[src/rtl/id_operand_unit_pkg.sv]
// rtl/id_operand_unit_pkg.sv - shared widths, back-bus field positions and branch codes
package id_operand_unit_pkg;

  localparam int BACK_W      = 38;
  localparam int BACK_WE_BIT = 37;
  localparam int BACK_WD_HI  = 36;
  localparam int BACK_WD_LO  = 5;
  localparam int BACK_RW_HI  = 4;
  localparam int BACK_RW_LO  = 0;

  typedef enum logic [2:0] {
    BR_NONE = 3'd0,
    BR_BEQ  = 3'd1,
    BR_BNE  = 3'd2,
    BR_BGEZ = 3'd3,
    BR_BGTZ = 3'd4,
    BR_BLEZ = 3'd5,
    BR_BLTZ = 3'd6,
    BR_RSVD = 3'd7
  } branch_type_e;

  function automatic logic back_we(input logic [BACK_W-1:0] b);
    return b[BACK_WE_BIT];
  endfunction

  function automatic logic [31:0] back_wd(input logic [BACK_W-1:0] b);
    return b[BACK_WD_HI:BACK_WD_LO];
  endfunction

  function automatic logic [4:0] back_rw(input logic [BACK_W-1:0] b);
    return b[BACK_RW_HI:BACK_RW_LO];
  endfunction

endpackage

[src/rtl/id_operand_unit_if.sv]
// rtl/id_operand_unit_if.sv - decode-stage operand bus between pipeline and operand unit
interface id_operand_unit_if;
  import id_operand_unit_pkg::*;

  logic              flush;
  logic [4:0]        rs;
  logic [4:0]        rt;
  logic [31:0]       rd1;
  logic [31:0]       rd2;
  logic [15:0]       imm;
  logic              extop;
  logic              exsign;
  logic [2:0]        branch_type;
  logic [BACK_W-1:0] mem_back;
  logic [BACK_W-1:0] wb_back;
  logic              use_mem_back;
  logic              use_wb_back;
  logic [31:0]       f_rd1;
  logic [31:0]       f_rd2;
  logic [31:0]       ext_b;
  logic              branch_avail;
  logic [31:0]       q_rd1;
  logic [31:0]       q_rd2;
  logic [31:0]       q_ext;

  modport master (
    output flush, rs, rt, rd1, rd2, imm, extop, exsign, branch_type,
           mem_back, wb_back, use_mem_back, use_wb_back,
    input  f_rd1, f_rd2, ext_b, branch_avail, q_rd1, q_rd2, q_ext
  );

  modport slave (
    input  flush, rs, rt, rd1, rd2, imm, extop, exsign, branch_type,
           mem_back, wb_back, use_mem_back, use_wb_back,
    output f_rd1, f_rd2, ext_b, branch_avail, q_rd1, q_rd2, q_ext
  );

endinterface

[src/rtl/id_operand_unit_branch.sv]
// rtl/id_operand_unit_branch.sv - signed branch condition evaluation
module branch_unit
  import id_operand_unit_pkg::*;
(
  input  logic [31:0] a,
  input  logic [31:0] b,
  input  logic [2:0]  branch_type,
  output logic        taken
);

  logic signed [31:0] sa;
  assign sa = a;

  // Code 0 and the reserved code never take the branch.
  always_comb begin
    taken = 1'b0;
    case (branch_type)
      BR_BEQ:  taken = (a == b);
      BR_BNE:  taken = (a != b);
      BR_BGEZ: taken = (sa >= 0);
      BR_BGTZ: taken = (sa > 0);
      BR_BLEZ: taken = (sa <= 0);
      BR_BLTZ: taken = (sa < 0);
      default: taken = 1'b0;
    endcase
  end

endmodule

[src/rtl/id_operand_unit_ext.sv]
// rtl/id_operand_unit_ext.sv - immediate extender (upper / sign / zero)
module ext_unit (
  input  logic [15:0] imm,
  input  logic        extop,
  input  logic        exsign,
  output logic [31:0] ext_b
);

  // Load-upper form takes priority over the sign selection.
  always_comb begin
    ext_b = {16'h0000, imm};
    if (extop)
      ext_b = {imm, 16'h0000};
    else if (exsign)
      ext_b = {{16{imm[15]}}, imm};
  end

endmodule

[src/rtl/id_operand_unit_fwd.sv]
// rtl/id_operand_unit_fwd.sv - bypass muxes for both source operands
module fwd_unit
  import id_operand_unit_pkg::*;
(
  input  logic [4:0]        rs,
  input  logic [4:0]        rt,
  input  logic [31:0]       rd1,
  input  logic [31:0]       rd2,
  input  logic [BACK_W-1:0] mem_back,
  input  logic [BACK_W-1:0] wb_back,
  input  logic              use_mem_back,
  input  logic              use_wb_back,
  output logic [31:0]       f_rd1,
  output logic [31:0]       f_rd2
);

  function automatic logic hit(input logic en, input logic [BACK_W-1:0] b,
                               input logic [4:0] r);
    return en && back_we(b) && (back_rw(b) != 5'd0) && (back_rw(b) == r);
  endfunction

  // Mem stage holds the newer result, so it is checked before write-back.
  function automatic logic [31:0] pick(input logic [4:0] r, input logic [31:0] rf);
    if (hit(use_mem_back, mem_back, r))
      return back_wd(mem_back);
    else if (hit(use_wb_back, wb_back, r))
      return back_wd(wb_back);
    else
      return rf;
  endfunction

  // One mux per operand sharing the same priority rule.
  always_comb begin
    f_rd1 = pick(rs, rd1);
    f_rd2 = pick(rt, rd2);
  end

endmodule

[src/rtl/id_operand_unit.sv]
// rtl/id_operand_unit.sv - decode operand unit: forwarding, extension, branch, ID/EX register
module id_operand_unit
  import id_operand_unit_pkg::*;
(
  input  logic          clk,
  input  logic          rst,
  id_operand_unit_if.slave bus
);

  logic [31:0] f_rd1;
  logic [31:0] f_rd2;
  logic [31:0] ext_b;
  logic        taken;

  fwd_unit u_fwd (
    .rs           (bus.rs),
    .rt           (bus.rt),
    .rd1          (bus.rd1),
    .rd2          (bus.rd2),
    .mem_back     (bus.mem_back),
    .wb_back      (bus.wb_back),
    .use_mem_back (bus.use_mem_back),
    .use_wb_back  (bus.use_wb_back),
    .f_rd1        (f_rd1),
    .f_rd2        (f_rd2)
  );

  ext_unit u_ext (
    .imm    (bus.imm),
    .extop  (bus.extop),
    .exsign (bus.exsign),
    .ext_b  (ext_b)
  );

  branch_unit u_branch (
    .a           (f_rd1),
    .b           (f_rd2),
    .branch_type (bus.branch_type),
    .taken       (taken)
  );

  assign bus.f_rd1        = f_rd1;
  assign bus.f_rd2        = f_rd2;
  assign bus.ext_b        = ext_b;
  assign bus.branch_avail = taken;

  // Pipeline register; reset and flush both insert a zero bubble.
  always_ff @(posedge clk) begin
    if (rst || bus.flush) begin
      bus.q_rd1 <= '0;
      bus.q_rd2 <= '0;
      bus.q_ext <= '0;
    end else begin
      bus.q_rd1 <= f_rd1;
      bus.q_rd2 <= f_rd2;
      bus.q_ext <= ext_b;
    end
  end

endmodule

[src/flat_wrapper.sv]
// flat-port wrapper written by rule: the top's interface ports become plain ports
module id_operand_unit_flat import id_operand_unit_pkg::*;
  (clk, rst, bus_flush, bus_rs, bus_rt, bus_rd1, bus_rd2, bus_imm, bus_extop, bus_exsign, bus_branch_type, bus_mem_back, bus_wb_back, bus_use_mem_back, bus_use_wb_back, bus_f_rd1, bus_f_rd2, bus_ext_b, bus_branch_avail, bus_q_rd1, bus_q_rd2, bus_q_ext);
  id_operand_unit_if bus_i ();
  input  logic clk;
  input  logic rst;
  input wire logic [$bits(bus_i.flush)-1:0] bus_flush;
  input wire logic [$bits(bus_i.rs)-1:0] bus_rs;
  input wire logic [$bits(bus_i.rt)-1:0] bus_rt;
  input wire logic [$bits(bus_i.rd1)-1:0] bus_rd1;
  input wire logic [$bits(bus_i.rd2)-1:0] bus_rd2;
  input wire logic [$bits(bus_i.imm)-1:0] bus_imm;
  input wire logic [$bits(bus_i.extop)-1:0] bus_extop;
  input wire logic [$bits(bus_i.exsign)-1:0] bus_exsign;
  input wire logic [$bits(bus_i.branch_type)-1:0] bus_branch_type;
  input wire logic [$bits(bus_i.mem_back)-1:0] bus_mem_back;
  input wire logic [$bits(bus_i.wb_back)-1:0] bus_wb_back;
  input wire logic [$bits(bus_i.use_mem_back)-1:0] bus_use_mem_back;
  input wire logic [$bits(bus_i.use_wb_back)-1:0] bus_use_wb_back;
  output wire logic [$bits(bus_i.f_rd1)-1:0] bus_f_rd1;
  output wire logic [$bits(bus_i.f_rd2)-1:0] bus_f_rd2;
  output wire logic [$bits(bus_i.ext_b)-1:0] bus_ext_b;
  output wire logic [$bits(bus_i.branch_avail)-1:0] bus_branch_avail;
  output wire logic [$bits(bus_i.q_rd1)-1:0] bus_q_rd1;
  output wire logic [$bits(bus_i.q_rd2)-1:0] bus_q_rd2;
  output wire logic [$bits(bus_i.q_ext)-1:0] bus_q_ext;
  assign bus_i.flush = bus_flush;
  assign bus_i.rs = bus_rs;
  assign bus_i.rt = bus_rt;
  assign bus_i.rd1 = bus_rd1;
  assign bus_i.rd2 = bus_rd2;
  assign bus_i.imm = bus_imm;
  assign bus_i.extop = bus_extop;
  assign bus_i.exsign = bus_exsign;
  assign bus_i.branch_type = bus_branch_type;
  assign bus_i.mem_back = bus_mem_back;
  assign bus_i.wb_back = bus_wb_back;
  assign bus_i.use_mem_back = bus_use_mem_back;
  assign bus_i.use_wb_back = bus_use_wb_back;
  assign bus_f_rd1 = bus_i.f_rd1;
  assign bus_f_rd2 = bus_i.f_rd2;
  assign bus_ext_b = bus_i.ext_b;
  assign bus_branch_avail = bus_i.branch_avail;
  assign bus_q_rd1 = bus_i.q_rd1;
  assign bus_q_rd2 = bus_i.q_rd2;
  assign bus_q_ext = bus_i.q_ext;
  id_operand_unit u_core (.clk(clk), .rst(rst), .bus(bus_i));
endmodule
[config.mk]
export PLATFORM = sky130hd
export DESIGN_NAME = id_operand_unit_flat
export DESIGN_NICKNAME = d
export VERILOG_FILES = /design/src/rtl/id_operand_unit_pkg.sv /design/src/rtl/id_operand_unit_if.sv /design/src/rtl/id_operand_unit_branch.sv /design/src/rtl/id_operand_unit_ext.sv /design/src/rtl/id_operand_unit_fwd.sv /design/src/rtl/id_operand_unit.sv /design/src/flat_wrapper.sv
export SDC_FILE = /design/constraint.sdc
export NUM_CORES = 1
export LEC_CHECK = 0
export ABC_AREA = 1
export CAP_MARGIN = 25
export CORE_AREA = 2 2 144 146
export CTS_CLUSTER_SIZE = 28
export DETAILED_ROUTE_END_ITERATION = 6
export DIE_AREA = 0 0 146 148
export PLACE_DENSITY = 0.74
export SYNTH_ARGS = -nofsm -noshare
export SYNTH_HDL_FRONTEND = slang
export SYNTH_SLANG_ARGS = --single-unit
[constraint.sdc]
create_clock -name clk -period 1.96 [get_ports clk]
set_input_delay 0.294 -clock clk [delete_from_list [all_inputs] [get_ports clk]]
set_output_delay 0.294 -clock clk [all_outputs]
set_load 0.02 [all_outputs]
======== Yosys cells after proc, flatten, opt, wreduce, memory -nomap -nowiden ========
Index checks and enable logic that the tools add are counted.
Widths: inputs -> output; s select.
operators by class
  order comparisons ....................... 4
  eq/ne operators ......................... 12
  multiplexer cells ....................... 7
  reduce and logical (&&, ||, !) cells .... 11
operators by type and width
  kind                 number
  $mux 32              6
  $eq 32x32->1         1
  $ge 32x1->1 const B  1
  $gt 32x1->1 const B  1
  $le 32x1->1 const B  1
  $lt 32x1->1 const B  1
  $ne 32x32->1         1
  $eq 5x5->1           4
  $reduce_bool 5->1    2
  $eq 3x3->1 const B   3
  $logic_and 1x1->1    8
  $eq 3x2->1 const B   2
  $pmux 1 s6           1
  $eq 3x1->1 const B   1
  $logic_or 1x1->1     1
word-level totals
  bits in registers ....................... 96
  input bits .............................. 176
  output and inout bits ................... 193
  logic and storage cells ................. 37

======== Longest topological paths before layout ========
  word-level depth ........................ 7
  depth in mapped cells ................... 22
  depth with buffers taken out ............ 21

======== Cells and area by module ========
Synthesis repeated with hierarchy kept, for this count alone.
unflattened totals
  cell total of the unflattened synthesis .. 1,036
  area, all modules ....................... 6,284.8 um^2
by module, submodules not included
  module           instances  cells each  area an instance (um^2)  sequential area each (um^2)
  id_operand_unit  1          301         2,852.7                  1,921.8
  fwd_unit         1          518         2,424.8                  0.0
  branch_unit      1          146         705.7                    0.0
  ext_unit         1          71          301.5                    0.0

======== Worst setup path before layout ========
Ideal clock, no wire load.
  kind .................................... input to output
  start ................................... in bus_rt[4]
  end ..................................... out bus_branch_avail
  arrival time ............................ 2.144 ns
  required time ........................... 1.666 ns
  slack ................................... -0.478 ns
  stages .................................. 16
  path buffers ............................ 1
  cell sequence ........................... or2_1 a21oi_2 nand3_2 buf_2 nand3_1 nor2b_1 nand2_1 nand2_1 nand2_1 nor2_1 nand2_1 nor2_1 nand2_1 nand2_1 nand2_1 nand2_1
on the way
  word-level cells in the longest chain between the ends .. 6
  elaborated cells on any way between the ends .. 9
  those cells by class .................... eq/ne: 4; mux: 3; reduce/logical: 2
RTL lines
  element                                              RTL line                                                    source
  from (decl)                                          flat_wrapper.sv:9                                           input wire logic [$bits(bus_i.rt)-1:0] bus_rt;
  $eq 5x5->1                                           id_operand_unit_fwd.sv:19                                   return en && back_we(b) && (back_rw(b) != 5'd0) && (back_rw(b) == r);
  $logic_and 1x1->1                                    id_operand_unit_fwd.sv:19
  $mux 32                                              id_operand_unit_fwd.sv:26                                   else if (hit(use_wb_back, wb_back, r))
  $mux 32 *                                            id_operand_unit_fwd.sv:24                                   if (hit(use_mem_back, mem_back, r))
  net bus_f_rd2[22]                                    flat_wrapper.sv:21                                          output wire logic [$bits(bus_i.f_rd2)-1:0] bus_f_rd2;
  $ne 32x32->1 / $eq 32x32->1 (equally long branches)  id_operand_unit_branch.sv:19, id_operand_unit_branch.sv:18
  $pmux 1 s6 *                                         id_operand_unit_branch.sv:17                                case (branch_type)
  to (decl)                                            flat_wrapper.sv:23                                          output wire logic [$bits(bus_i.branch_avail)-1:0] bus_branch_avail;
Mark *: on every way through the listed nets, which the timed path passes. The rest lies on a longest branch.

======== Worst setup path in the final report ========
  start ................................... in bus_rs[0]
  end ..................................... out bus_branch_avail
on the way
  word-level cells in the longest chain between the ends .. 6
  elaborated cells on any way between the ends .. 13
  those cells by class .................... order compare: 4; eq/ne: 4; mux: 3; reduce/logical: 2
RTL lines
  element                              RTL line                      source
  from (decl)                          flat_wrapper.sv:8             input wire logic [$bits(bus_i.rs)-1:0] bus_rs;
  $eq 5x5->1                           id_operand_unit_fwd.sv:19
  $logic_and 1x1->1                    id_operand_unit_fwd.sv:19
  $mux 32                              id_operand_unit_fwd.sv:26
  $mux 32 *                            id_operand_unit_fwd.sv:24
  $lt 32x1->1 (tied with other cells)  id_operand_unit_branch.sv:23  BR_BLTZ: taken = (sa < 0);
  $pmux 1 s6 *                         id_operand_unit_branch.sv:17
Every way passes the cells marked *; elsewhere a longest branch is shown, timed or not.

==> results summary <==
The maximum achievable frequency came out at 307 MHz. Setup repair after global routing could not meet its margin everywhere. The tree is rooted in a clkbuf_16. The wire length of the first global-routing pass is 60800 um. The via count normalized by instance count came out at 5.64. The core area came out at 0.0200 mm^2. The library cell used most frequently in the layout, excluding fill and tap cells, is nand2_1.

For the finished layout, the period the worst path requires is 3.25 ns. Counting the fill cells in the layout gives 1138. On the final layout, the worst hold slack is 0.514 ns. The count of port buffers added during placement is 368. By instance count, the cell type seen most on the critical path is nand2_1. The worst setup path is launched from an input pin. The CTS buffer count came out at 9. The combinational fraction of design power came out at 0.445. The max-cap check violation count is 0. The final core area utilization came out at 0.806. The final max-slew violation count is 0. The global routing usage summed across all routing layers is 0.361. The total wirelength of the detailed-routed design is 47900 um. Dividing total power by cell area gives a power density of 438 mW/mm^2. The number of nets in the final layout is 2017. The number of H-tree branching levels came out at 3.

The critical path is of the input pin to output port type. In the final routed layout, each cell accounts on average for 22.6 um. The combined area of all synthesized cells came out at 0.00668 mm^2.

Ranked by total cell area, the synthesized netlist is headed by dfxtp_1, nand2_1, nand3_1. The number of enable flip-flop cells after synthesis came out at 0. The number of unique standard cell types used by synthesis came out at 33. For this design the total switching power over the nets is 2.61 mW. After routing, the total negative slack on setup checks comes to -15.08 ns. The routed layout has 12000 vias. The fraction of layout cells with a size suffix above 1 came out at 0.430. The total area of sequential cells is 0.00192 mm^2.

The run finished, with violations left. The synthesized design spends more area on one cell type than any other, namely dfxtp_1. The maximum clock path buffer count is 2.

The area of the multi-input gates came out at 0.00553 mm^2. The floorplan step defined a die boundary enclosing 0.0216 mm^2. Routability-driven placement finished with a final weighted congestion of 0.961. The clock edge transition at the registers on the reported setup and hold paths came out at 0.07 ns. The number of antenna-violating nets in the routed design came out at 0. Leaving out fill and tap cells, the most frequent cells in the layout are nand2_1, clkdlybuf4s50_1, buf_4.

The worst hold-check path type is input pin to register. The checks that failed: DRC, setup timing. The via count of the first global-routing pass came out at 11300. The sequential share of power came out at 0.289. The final number of setup-violating endpoints is 64.

The net count after synthesis is 1360. The relative slew slack is 0.650. TritonCTS built the clock tree.

The fraction of power consumed by the clock network came out at 0.265. In this run the core area contains 52 standard-cell rows. The DRC violations left came out at 55.

During I/O placement, the number of pins put on the boundary was 369. The violation count after the first detailed-route iteration came out at 1230. The half-perimeter wire length after detailed placement came out at 26000 um.

The final worst-path setup slack came out at -1.29 ns. The global-route congestion overflow total came out at 0. For this run, the slowest stage of the critical path takes 0.26 ns. For the pin with the worst max-slew slack, the measured transition is 0.525 ns.

The post-route fraction of the period consumed by the critical path came out at 1.66. The non-filler instance count after layout is 2120. The starting density of the core is 0.333. The maximum net fanout on the critical path is 15. The total internal power came out at 4.47 mW. The number of cells produced by synthesis is 1184.

For the worst setup path, the data required time is 1.67 ns. Among all flip-flop cells after synthesis, the most frequent one is dfxtp_1. The register bit total from synthesis came out at 96. The Yosys warning count came out at 0.

Summed over all cells, the static leakage comes to 7.98 nW. Relative to the synthesized area, the layout overhead comes to 142%. The data arrival time of the critical path came out at 2.96 ns. Traced cell by cell, the critical path runs through buf_8 -> xnor2_2 -> nand2_2 -> nor2_4 -> buf_4 -> buf_12 -> buf_6 -> nand4_1 -> nand3_4 -> nand2_4 -> inv_2 -> nand2_1 -> nand2_1 -> nand2_2 -> nor2_2 -> nand2_2 -> nor2_4 -> nand2_1 -> nand2_1 -> nand2_1 -> nand2_2 -> buf_6.

The total count of hold-check failures in the final report came out at 0. The share of flip-flops with an asynchronous set or reset is 0. The category of cells accounting for the largest share of critical-path delay is simple AND/OR/NAND/NOR gates. The number of placed instances, taps included, is 1997. The first-pass iteration count of the detailed router came out at 7.

The total design power is 7.08 mW. The slowest stage of the critical path belongs to the cell nand4_1. The die is 148 um tall. The initial antenna violation count is 4. The count of buffer and inverter cells on the critical path came out at 6. The peak ir drop on the vdd network came out at 0.000421 V. The post-synthesis average cell area is 5.64 um^2. The share of Yosys cell area claimed by the top area cell type came out at 0.288. The number of sinks driven by the clock tree came out at 96. The share of the Yosys chip area taken by registers is 0.288. The largest net degree at the start of global routing is 39. The width of the die came out at 146 um. STA classifies the critical path endpoint as an output port. The switching fraction of total power came out at 0.369.
-- per-layer routing --
| metal | track usage | vias up | part of all wire |
|---|---|---|---|
| li1 | - | 4992 | - |
| met1 | 0.372 | 5372 | 0.31 |
| met2 | 0.633 | 1135 | 0.46 |
| met3 | 0.102 | 465 | 0.12 |
| met4 | 0.257 | 0 | 0.11 |
| met5 | 0 | - | 0 |
-- metrics by stage --
| step | cell area, um^2 | setup slack (ns) |
|---|---|---|
| after floorplan | 6860 | -0.273 |
| after global placement | 12500 | -1.79 |
| after detailed placement | 12500 | -1.85 |
| after CTS | 15200 | -0.874 |
| after global routing | 16200 | -1.43 |
| final | 16200 | -1.29 |
-- power by group through the flow --
stage                     Sequential, mW  Clock, mW  Combinational (mW)
after CTS                           2.05       1.84                2.72
final                               2.05       1.88                3.15
after global routing                2.06       1.96                3.27
after detailed placement            2.09          0                2.34
after floorplan                     2.19          0               0.857
after global placement              2.09          0                2.31
-- path summary, 6_finish.rpt --
kind	start	endpoint	slack [ns]	cells after the start
worst max-delay path	bus_rs[0]	bus_branch_avail	-1.29	22
worst min-delay path	bus_imm[2]	u_core.bus.q_ext[2]$_SDFF_PP0_	0.51	3
-- synthesized netlist by cell type (12+ instances only) --
library cell / number
nand3_1: 120
clkbuf_1: 20
o21ai_1: 20
buf_2: 28
nor2_1: 112
a21oi_1: 16
inv_2: 12
dfxtp_1: 96
nand4_1: 39
inv_1: 123
nor3_1: 18
nand2_1: 509
-- final cells by class --
class                   count  share of cell area
clock inverters             6             0.00387
multi-input cells         884               0.342
inverters                 136              0.0333
flip-flops and latches     96               0.119
repair buffers            714               0.466
clock buffers              10              0.0142
diodes                      4            0.000619
well taps                 270              0.0209
-- state kept, by name, indices dropped and copies added (netlist names) --
signal	flops
u_core.bus.q_ext	32
u_core.bus.q_rd1	32
u_core.bus.q_rd2	32
-- kinds of logic after synthesis --
| family | Yosys count | share of synthesized area |
|---|---|---|
| buf+inv | 204 | 0.136 |
| simple gates | 827 | 0.523 |
| compound gates | 41 | 0.0328 |
| xor+xnor | 16 | 0.0210 |
| flops | 96 | 0.288 |
-- repair_timing --
action / CTS / global route
gates cloned: 22 / 0
setup buffers: 94 / 52
setup endpoints to repair: 103 / 81
resized for setup: 797 / 360
pin swaps: 91 / 122
hold buffers: 0 / 0
-- worst min-delay path: stages --
cell and delay [ns]:
clkdlybuf4s50_1 0.42, inv_1 0.08, nor3_1 0.05
Note: power is estimated with default switching activity, not from simulation.
